### src/rtl/hazard_pkg.sv
// Shared constants for the RV32I hazard controller:
// FSM encoding, forwarding-select bit positions and the x0 register index.
package hazard_pkg;

   typedef enum logic [1:0] {
      RUN        = 2'd0,
      LOAD_STALL = 2'd1,
      MEM_WAIT   = 2'd2
   } state_e;

   localparam int RS1_BIT = 1;
   localparam int RS2_BIT = 0;

   localparam logic [4:0] X0 = 5'd0;

endpackage

### src/rtl/hazard_ctrl_fwd_match.sv
// Source-vs-destination comparator for one ID source register.
// Emits at most one of ex/mem/wb forward or load-use, EX > MEM > WB.
module fwd_match
   import hazard_pkg::*;
(
   input  logic [4:0] rs_i,
   input  logic       use_i,
   input  logic [4:0] ex_wreg_i,
   input  logic       ex_we_i,
   input  logic       ex_load_i,
   input  logic [4:0] mem_wreg_i,
   input  logic       mem_we_i,
   input  logic [4:0] wb_wreg_i,
   input  logic       wb_we_i,
   output logic       ex_fwd_o,
   output logic       mem_fwd_o,
   output logic       wb_fwd_o,
   output logic       load_use_o
);

   logic live;
   logic ex_m;
   logic mem_m;
   logic wb_m;

   // raw matches, then priority resolution
   always_comb begin
      live       = use_i && (rs_i != X0);
      ex_m       = live && ex_we_i && (rs_i == ex_wreg_i);
      mem_m      = live && mem_we_i && (rs_i == mem_wreg_i);
      wb_m       = live && wb_we_i && (rs_i == wb_wreg_i);
      ex_fwd_o   = ex_m && !ex_load_i;
      load_use_o = ex_m && ex_load_i;
      mem_fwd_o  = mem_m && !ex_m;
      wb_fwd_o   = wb_m && !ex_m && !mem_m;
   end

endmodule

### src/rtl/hazard_ctrl.sv
// Hazard controller: forwarding selects plus keep/nop sequencing.
// Optional perf counters are built only when HAZARD_PERF_EN is defined.
module hazard_ctrl
   import hazard_pkg::*;
#(
   parameter int MAX_WAIT = 16,
   parameter int CNT_W    = 32
) (
   input  logic             clk,
   input  logic             rst,
   input  logic [4:0]       id_rs1,
   input  logic [4:0]       id_rs2,
   input  logic             id_use_rs1,
   input  logic             id_use_rs2,
   input  logic [4:0]       ex_wreg,
   input  logic             ex_regwrite,
   input  logic             ex_is_load,
   input  logic [4:0]       mem_wreg,
   input  logic             mem_regwrite,
   input  logic [4:0]       wb_wreg,
   input  logic             wb_regwrite,
   input  logic             branch_taken,
   input  logic             dmem_req,
   input  logic             dmem_ready,
   output logic [1:0]       forwarding_ID_EX_pyc,
   output logic [1:0]       forwarding_ID_MEM_pyc,
   output logic [1:0]       forwarding_stall_load_pyc,
   output logic [1:0]       forwarding_ID_MEM_hazard_pyc,
   output logic             pc_keep,
   output logic             ifid_keep,
   output logic             idex_keep,
   output logic             exmem_keep,
   output logic             memwb_keep,
   output logic             ifid_nop,
   output logic             idex_nop,
   output logic             exmem_nop,
   output logic             err_timeout,
   output logic [CNT_W-1:0] stall_cnt,
   output logic [CNT_W-1:0] flush_cnt,
   output logic [CNT_W-1:0] wait_cnt
);

   localparam int WCW = $clog2(MAX_WAIT + 1);
   localparam logic [WCW-1:0] WMAX = WCW'(MAX_WAIT);

   state_e state_q, state_d;

   logic [1:0] ex_hit;
   logic [1:0] mem_hit;
   logic [1:0] wb_hit;
   logic [1:0] lu_hit;

   logic mem_stall;
   logic flush;
   logic hazard;

   logic br_pend_q, br_pend_d;
   logic [1:0] ld_mask_q, ld_mask_d;
   logic [1:0] mask;

   logic [1:0] ex_pyc_q, ex_pyc_d;
   logic [1:0] mem_pyc_q, mem_pyc_d;
   logic [1:0] ld_pyc_q, ld_pyc_d;
   logic [1:0] wb_pyc_q, wb_pyc_d;

   logic [WCW-1:0] wcnt_q, wcnt_d;
   logic err_q, err_d;

   fwd_match u_rs1 (
      .rs_i       (id_rs1),
      .use_i      (id_use_rs1),
      .ex_wreg_i  (ex_wreg),
      .ex_we_i    (ex_regwrite),
      .ex_load_i  (ex_is_load),
      .mem_wreg_i (mem_wreg),
      .mem_we_i   (mem_regwrite),
      .wb_wreg_i  (wb_wreg),
      .wb_we_i    (wb_regwrite),
      .ex_fwd_o   (ex_hit[RS1_BIT]),
      .mem_fwd_o  (mem_hit[RS1_BIT]),
      .wb_fwd_o   (wb_hit[RS1_BIT]),
      .load_use_o (lu_hit[RS1_BIT])
   );

   fwd_match u_rs2 (
      .rs_i       (id_rs2),
      .use_i      (id_use_rs2),
      .ex_wreg_i  (ex_wreg),
      .ex_we_i    (ex_regwrite),
      .ex_load_i  (ex_is_load),
      .mem_wreg_i (mem_wreg),
      .mem_we_i   (mem_regwrite),
      .wb_wreg_i  (wb_wreg),
      .wb_we_i    (wb_regwrite),
      .ex_fwd_o   (ex_hit[RS2_BIT]),
      .mem_fwd_o  (mem_hit[RS2_BIT]),
      .wb_fwd_o   (wb_hit[RS2_BIT]),
      .load_use_o (lu_hit[RS2_BIT])
   );

   // event priority: memory wait, then flush, then load-use;
   // a branch seen while waiting is parked and flushed once back in RUN
   always_comb begin
      mem_stall = !dmem_ready && (dmem_req || (state_q == MEM_WAIT));
      flush     = (branch_taken || br_pend_q) && !mem_stall
                  && (state_q != MEM_WAIT);
      hazard    = (|lu_hit) && (state_q != LOAD_STALL)
                  && !mem_stall && !flush;
      br_pend_d = flush ? 1'b0 : (br_pend_q || branch_taken);
      ld_mask_d = hazard ? lu_hit : 2'b00;
      state_d   = RUN;
      if (mem_stall)   state_d = MEM_WAIT;
      else if (flush)  state_d = RUN;
      else if (hazard) state_d = LOAD_STALL;
   end

   // keep/nop decode, forced low while reset is asserted
   always_comb begin
      pc_keep    = !rst && (mem_stall || hazard);
      ifid_keep  = !rst && (mem_stall || hazard);
      idex_keep  = !rst && mem_stall;
      exmem_keep = !rst && mem_stall;
      memwb_keep = !rst && mem_stall;
      ifid_nop   = !rst && flush;
      idex_nop   = !rst && (flush || hazard);
      exmem_nop  = !rst && flush;
   end

   // select next-state: bubble clears, wait holds, otherwise load;
   // after a load stall the held source takes the stall-load path
   always_comb begin
      mask      = (state_q == LOAD_STALL) ? ld_mask_q : 2'b00;
      ex_pyc_d  = ex_hit;
      mem_pyc_d = mem_hit & ~mask;
      wb_pyc_d  = wb_hit & ~mask;
      ld_pyc_d  = mask;
      if (flush || hazard) begin
         ex_pyc_d  = 2'b00;
         mem_pyc_d = 2'b00;
         wb_pyc_d  = 2'b00;
         ld_pyc_d  = 2'b00;
      end else if (mem_stall) begin
         ex_pyc_d  = ex_pyc_q;
         mem_pyc_d = mem_pyc_q;
         wb_pyc_d  = wb_pyc_q;
         ld_pyc_d  = ld_pyc_q;
      end
   end

   // saturating wait counter and sticky timeout flag
   always_comb begin
      wcnt_d = '0;
      if (mem_stall)
         wcnt_d = (wcnt_q == WMAX) ? wcnt_q : wcnt_q + 1'b1;
      err_d = err_q || (mem_stall && (wcnt_d == WMAX));
   end

   // FSM and registered selects
   always_ff @(posedge clk) begin
      if (rst) begin
         state_q   <= RUN;
         br_pend_q <= 1'b0;
         ld_mask_q <= 2'b00;
         ex_pyc_q  <= 2'b00;
         mem_pyc_q <= 2'b00;
         ld_pyc_q  <= 2'b00;
         wb_pyc_q  <= 2'b00;
         wcnt_q    <= '0;
         err_q     <= 1'b0;
      end else begin
         state_q   <= state_d;
         br_pend_q <= br_pend_d;
         ld_mask_q <= ld_mask_d;
         ex_pyc_q  <= ex_pyc_d;
         mem_pyc_q <= mem_pyc_d;
         ld_pyc_q  <= ld_pyc_d;
         wb_pyc_q  <= wb_pyc_d;
         wcnt_q    <= wcnt_d;
         err_q     <= err_d;
      end
   end

   assign forwarding_ID_EX_pyc         = ex_pyc_q;
   assign forwarding_ID_MEM_pyc        = mem_pyc_q;
   assign forwarding_stall_load_pyc    = ld_pyc_q;
   assign forwarding_ID_MEM_hazard_pyc = wb_pyc_q;
   assign err_timeout                  = err_q;

`ifdef HAZARD_PERF_EN
   logic [CNT_W-1:0] stall_q;
   logic [CNT_W-1:0] flush_q;
   logic [CNT_W-1:0] wait_q;

   // free-running perf counters, wrap on overflow
   always_ff @(posedge clk) begin
      if (rst) begin
         stall_q <= '0;
         flush_q <= '0;
         wait_q  <= '0;
      end else begin
         stall_q <= stall_q
                    + {{(CNT_W-1){1'b0}}, (state_q == LOAD_STALL)};
         flush_q <= flush_q + {{(CNT_W-1){1'b0}}, flush};
         wait_q  <= wait_q + {{(CNT_W-1){1'b0}}, mem_stall};
      end
   end

   assign stall_cnt = stall_q;
   assign flush_cnt = flush_q;
   assign wait_cnt  = wait_q;
`else
   assign stall_cnt = '0;
   assign flush_cnt = '0;
   assign wait_cnt  = '0;
`endif

endmodule

### config.mk
export PLATFORM = sky130hd
export DESIGN_NAME = hazard_ctrl
export DESIGN_NICKNAME = d
export VERILOG_FILES = /design/src/rtl/hazard_pkg.sv /design/src/rtl/hazard_ctrl_fwd_match.sv /design/src/rtl/hazard_ctrl.sv
export SDC_FILE = /design/constraint.sdc
export NUM_CORES = 1
export LEC_CHECK = 0
export ABC_CLOCK_PERIOD_IN_PS = 7400
export CAP_MARGIN = 40
export CORE_UTILIZATION = 38
export DETAILED_ROUTE_END_ITERATION = 12
export GPL_ROUTABILITY_DRIVEN = 0
export GPL_TIMING_DRIVEN = 0
export PLACE_DENSITY = 0.93
export REMOVE_ABC_BUFFERS = 1
export SYNTH_ARGS = -nofsm -noshare
export SYNTH_HDL_FRONTEND = slang
export SYNTH_HIERARCHICAL = 1
export SYNTH_SLANG_ARGS = --single-unit
### constraint.sdc
create_clock -name clk -period 7.4 [get_ports clk]
set_clock_uncertainty 0.2 [all_clocks]
set_input_delay 1.85 -clock clk [delete_from_list [all_inputs] [get_ports clk]]
set_output_delay 1.85 -clock clk [all_outputs]
set_load 0.01 [all_outputs]
# ---- Yosys cells after proc, flatten, opt, wreduce, memory -nomap -nowiden
# Cells that the tools add are included.
dict set report totals {
  ff_bits 19
  input_bits 36
}
dict set report op_classes {
  addsub 1
  n_eq_ne 12
  muxes 6
  bitwise 4
  reduce_logical 56
}
# operator n
set op_table {}
lappend op_table {{logical AND 1 bit} 35}
lappend op_table {{equality test 5 bit} 6}
lappend op_table {{equality test 5 bit (second input constant)} 2}
lappend op_table {{2-to-1 mux 5 bit} 2}
lappend op_table {{nonzero test 5 bit} 2}
lappend op_table {{zero test 1 bit} 9}
lappend op_table {{OR reduction 2 bit} 4}
lappend op_table {{adder 5 x 1 -> 5 bit (second input constant)} 1}
lappend op_table {{logical OR 1 bit} 5}
lappend op_table {{bitwise AND 2 bit} 2}
lappend op_table {{2-to-1 mux 2 bit} 2}
lappend op_table {{OR reduction 3 bit} 1}
lappend op_table {{equality test 2 x 1 -> 1 bit (second input constant)} 1}
lappend op_table {{equality test 2 bit (second input constant)} 1}
lappend op_table {{2-to-1 mux 1 bit} 2}
lappend op_table {{inequality test 2 x 1 -> 1 bit (second input constant)} 1}
lappend op_table {{inequality test 2 bit (second input constant)} 1}
lappend op_table {{inverter 2 bit} 1}
lappend op_table {{inverter 1 bit} 1}

# ---- Logic depth before layout (Yosys ltp)
dict set report depth {
  ltp_word 12
  depth_mapped 9
  depth_no_buf 8
}

# ---- Hierarchy
# The synthesis kept the hierarchy.
# module n_inst cells_per_inst area_each_um2 seq_area_each_um2
set modules_own_cells {}
lappend modules_own_cells {hazard_ctrl 1 201 1590.3 380.4}
lappend modules_own_cells {fwd_match 2 29 237.7 0.0}

# ---- Least setup slack after synthesis
# OpenSTA, ideal clock, no wires.
dict set report synth_path {
  path_kind {input-to-output}
  from {input port id_rs1[1]}
  to {output port pc_keep}
  arrival_time_ns 3.360
  required_time_ns 5.350
  path_slack_ns 1.990
  cell_stages 9
  path_cell_list {or4_4 -> o21ai_4 -> nor3_2 -> and2_1 -> nor2_1 -> nor2_1 -> a21oi_1 -> nor2_1 -> buf_4}
}
dict set report synth_between {
  elab_chain_cells 11
}
# element line_no
set synth_lines {}
lappend synth_lines {{start: declaration} hazard_ctrl.sv:11} ;# input logic [4:0] id_rs1,
lappend synth_lines {{nonzero test 5 bit} hazard_ctrl_fwd_match.sv:28} ;# live = use_i && (rs_i != X0);
lappend synth_lines {{logical AND 1 bit} hazard_ctrl_fwd_match.sv:28}
lappend synth_lines {{logical AND 1 bit} hazard_ctrl_fwd_match.sv:29} ;# ex_m = live && ex_we_i && (rs_i == ex_wreg_i);
lappend synth_lines {{logical AND 1 bit *} hazard_ctrl_fwd_match.sv:29}
lappend synth_lines {{logical AND 1 bit *} hazard_ctrl_fwd_match.sv:33} ;# load_use_o = ex_m && ex_load_i;
lappend synth_lines {{net lu_hit[1]} hazard_ctrl.sv:51} ;# logic [1:0] lu_hit;
lappend synth_lines {{OR reduction 2 bit *} hazard_ctrl.sv:107} ;# hazard = (|lu_hit) && (state_q != LOAD_STALL)
lappend synth_lines {{logical AND 1 bit *} hazard_ctrl.sv:107}
lappend synth_lines {{logical AND 1 bit * (2 in a row)} hazard_ctrl.sv:108} ;# && !mem_stall && !flush;
lappend synth_lines {{logical OR 1 bit *} --}
lappend synth_lines {{logical AND 1 bit *} --}
lappend synth_lines {{end: declaration} hazard_ctrl.sv:29} ;# output logic pc_keep,
# Mark *: on every way through the listed nets, which the timed path passes. The rest lies on a longest branch.

# ---- Worst setup path after layout
dict set report layout_path {
  from {input port id_rs1[1]}
  to {output port idex_nop}
}
dict set report layout_between {
  elab_chain_cells 11
}
# element line_no
set layout_lines {}
lappend layout_lines {{nonzero test 5 bit} hazard_ctrl_fwd_match.sv:28}
lappend layout_lines {{logical AND 1 bit} hazard_ctrl_fwd_match.sv:28}
lappend layout_lines {{logical AND 1 bit} hazard_ctrl_fwd_match.sv:29}
lappend layout_lines {{logical AND 1 bit *} hazard_ctrl_fwd_match.sv:29}
lappend layout_lines {{logical AND 1 bit *} hazard_ctrl_fwd_match.sv:33}
lappend layout_lines {{net lu_hit[1]} hazard_ctrl.sv:51}
lappend layout_lines {{OR reduction 2 bit *} hazard_ctrl.sv:107}
lappend layout_lines {{logical AND 1 bit *} hazard_ctrl.sv:107}
lappend layout_lines {{logical AND 1 bit * (2 in a row)} hazard_ctrl.sv:108}
lappend layout_lines {{logical OR 1 bit *} hazard_ctrl.sv:125} ;# idex_nop = !rst && (flush || hazard);
lappend layout_lines {{logical AND 1 bit *} hazard_ctrl.sv:125}
lappend layout_lines {{end: declaration} hazard_ctrl.sv:35} ;# output logic idex_nop,
# Marks and branches as above.

==> run_results.csv <==
group,metric,value,unit
hold_path,min_path_cells,2,
floorplan,initial_utilization,39.9,%
layout,nets,347,
critical_path,path_max_fanout,4,
grt,grtUsageTotal,13.5,%
routing,ant_nets,0,
routing,dr_total_vias,1541,
critical_path,startpoint_type,"primary input",
place,dp_hpwl,3250,µm
logic_synthesis,yosysMostFrequentCell,"buf_4",
logic_synthesis,yosys.area.top_type_share,36.7,%
place,io_buffers,52,
power,worst_ir_drop_vdd,0.104,mV
routing,drt_iter0_markers,47,
sta,finalSetupViolCount,0,
job,cap_viol_max_count,0,
grt,grt_pass1_vias,1345,
critical_path,crit_type,"in -> out",
logic_synthesis,synth_top_area_cell,"buf_4",
routing,wl_per_cell,9.98,µm
clock_network,clockBufferDepth,2,
grt,overflow,0,
logic_synthesis,ys_types,35,
sta,min_period,6.45,ns
clock_network,postCtsSetupRepairBufs,0,
logic_synthesis,syn_area_per_cell,7.98,µm²
grt,grt_start_max_net_pins,12,
layout,drive_gt1_share,6.17,%
power,powerDensity,114,mW/mm²
clock_network,cts_tree,"done",
floorplan,die_w,75.7,µm
sta,tightest_slew,0.648,ns
routing,firstDrtPassIters,4,
sta,rsz0062_at_grt,"no",
place,dp_cells,374,
logic_synthesis,async_reset_ff_share,0,%
clock_network,root_buffer,"clkbuf_8",
layout,finish.utilization,44.7,%
routing,viasPerCell,4.08,
sta,slew_violations,0,
clock_network,clkSinkCount,19,
logic_synthesis,synthTopCellsByArea,"buf_4 37%, dfxtp_1 18%, xnor2_1 9.8%",
floorplan,rows,26,
floorplan,core,0.00517,mm²
layout,instances_no_fill,378,
logic_synthesis,syn_area,0.00207,mm²
status,status,"finished, final reports clean",
floorplan,die_area,0.00574,mm²
clock_network,clk_latency,0.25,ns
critical_path,required,5.35,ns
logic_synthesis,synth_flop_cell,"dfxtp_1",
layout,n_fill_cell,497,
hold_path,min_path_type,"reg -> reg",
sta,whs,0.266,ns
logic_synthesis,synth_edf_count,0,
sta,period_share,87.1,%
logic_synthesis,synth_cells,259,
sta,hold_viol_final,0,
clock_network,post_cts_resized,0,
layout,area_growth,12.0,%
logic_synthesis,yosysSeqAreaShare,18.4,%
logic_synthesis,synth.ff_latch_count,19,
routing,drc,0,
sta,finalSetupTns,0,ns
critical_path,critical_path_arrival,4.40,ns
clock_network,hold_buffers,0,
layout,n_antenna_cell,0,
logic_synthesis,yosysWarnings,6,
floorplan,fp.dieH,75.7,µm
sta,fmax,155,MHz
routing,finalWirelength,3770,µm
grt,antenna_found_initial,0,
critical_path,end_kind,"output port",
power,power_leakage,0.970,nW
logic_synthesis,synthTopCellsByCount,"101 x buf_4, 23 x xnor2_1, 19 x dfxtp_1, 19 x nand2_1, 14 x nor2_1",
floorplan,ios,149,
critical_path,ff2ff_path_depth,6,
clock_network,htreeDepth,1,
grt,grt_pass1_wl,5900,µm
sta,slew_headroom,56.8,%
clock_network,path_clk_slew,0.07,ns
clock_network,cts_buffers,3,
power by group:
part	internal, mW	leakage (nW)	switching (mW)
logic	0.0354	0.791	0.0519
clock network	0.0374	0.0255	0.0341
registers	0.103	0.154	0.000760
area by class of cell:
cell class	instances	area [µm²]	area share [%]
multi-input cells	221	1230	53.3
repair buffers	52	520	22.5
flip-flops and latches	19	380	16.4
well taps	70	87.6	3.79
inverters	12	45.0	1.95
clock buffers	3	41.3	1.78
clock inverters	1	5.00	0.216
critical path: stages:
cell             delay (ns)
clkdlybuf4s50_1        0.50
or4_4                  0.59
o21ai_4                0.19
nor3_2                 0.08
and2_1                 0.17
nor2_1                 0.18
nor2_1                 0.08
nand2_1                0.15
a21oi_1                0.09
clkdlybuf4s50_1        0.50
cells by family after synthesis:
logic type / synth area share, %
buffers and inverters: 39.1
and+or+nand+nor: 17.7
xor gates and xnor gates: 14.0
AOI/OAI and AO/OA: 7.81
DFF: 18.4
muxes: 1.57
adders and majority gates: 1.21
other: 0.182
sequential cells by signal, indices dropped and copies added (netlist names):
| register | count |
|---|---|
| br_pend_q | 1 |
| err_timeout | 1 |
| forwarding_ID_EX_pyc | 2 |
| forwarding_ID_MEM_hazard_pyc | 2 |
| forwarding_ID_MEM_pyc | 2 |
| forwarding_stall_load_pyc | 2 |
| ld_mask_q | 2 |
| state_q | 2 |
| wcnt_q | 5 |
worst paths after layout:
kind                                             endpoint  slack (ns)                                    startpoint
min reg2reg  forwarding_ID_MEM_hazard_pyc[1]$_SDFFE_PP0N_        0.27  forwarding_ID_MEM_hazard_pyc[1]$_SDFFE_PP0N_
max reg2reg                        err_timeout$_SDFF_PP0_        5.47                          wcnt_q[0]$_SDFF_PP0_
max                                              idex_nop        0.95                                     id_rs1[1]
min          forwarding_ID_MEM_hazard_pyc[1]$_SDFFE_PP0N_        0.27  forwarding_ID_MEM_hazard_pyc[1]$_SDFFE_PP0N_
per-layer routing:
metal  share of wire, %  track usage, %  vias up
li1                   -               -      747
met5                  0               0        -
met3                5.5            3.44        6
met1                 38            14.8      704
met2                 55            25.7       84
met4                1.9            3.50        0
cell usage in the layout (no fill, tap or decap), types with 8 or more instances in the layout:
cell / count
nor2_1: 14
inv_1: 11
nand3_1: 8
xnor2_1: 23
clkdlybuf4s50_1: 52
nand2_1: 19
conb_1: 96
a21oi_1: 8
dfxtp_1: 19
xor2_1: 10
through the flow:
stage	power (mW)	instance area (µm²)	worst slack, ns
2_1_floorplan	0.156	1660	2.11
3_3_place_gp	0.190	2270	0.978
3_5_place_dp	0.192	2270	0.948
4_1_cts	0.263	2310	0.945
5_1_grt	0.280	2310	0.796
6_report	0.263	2310	0.953
Note: power is estimated with default switching activity, not from simulation.
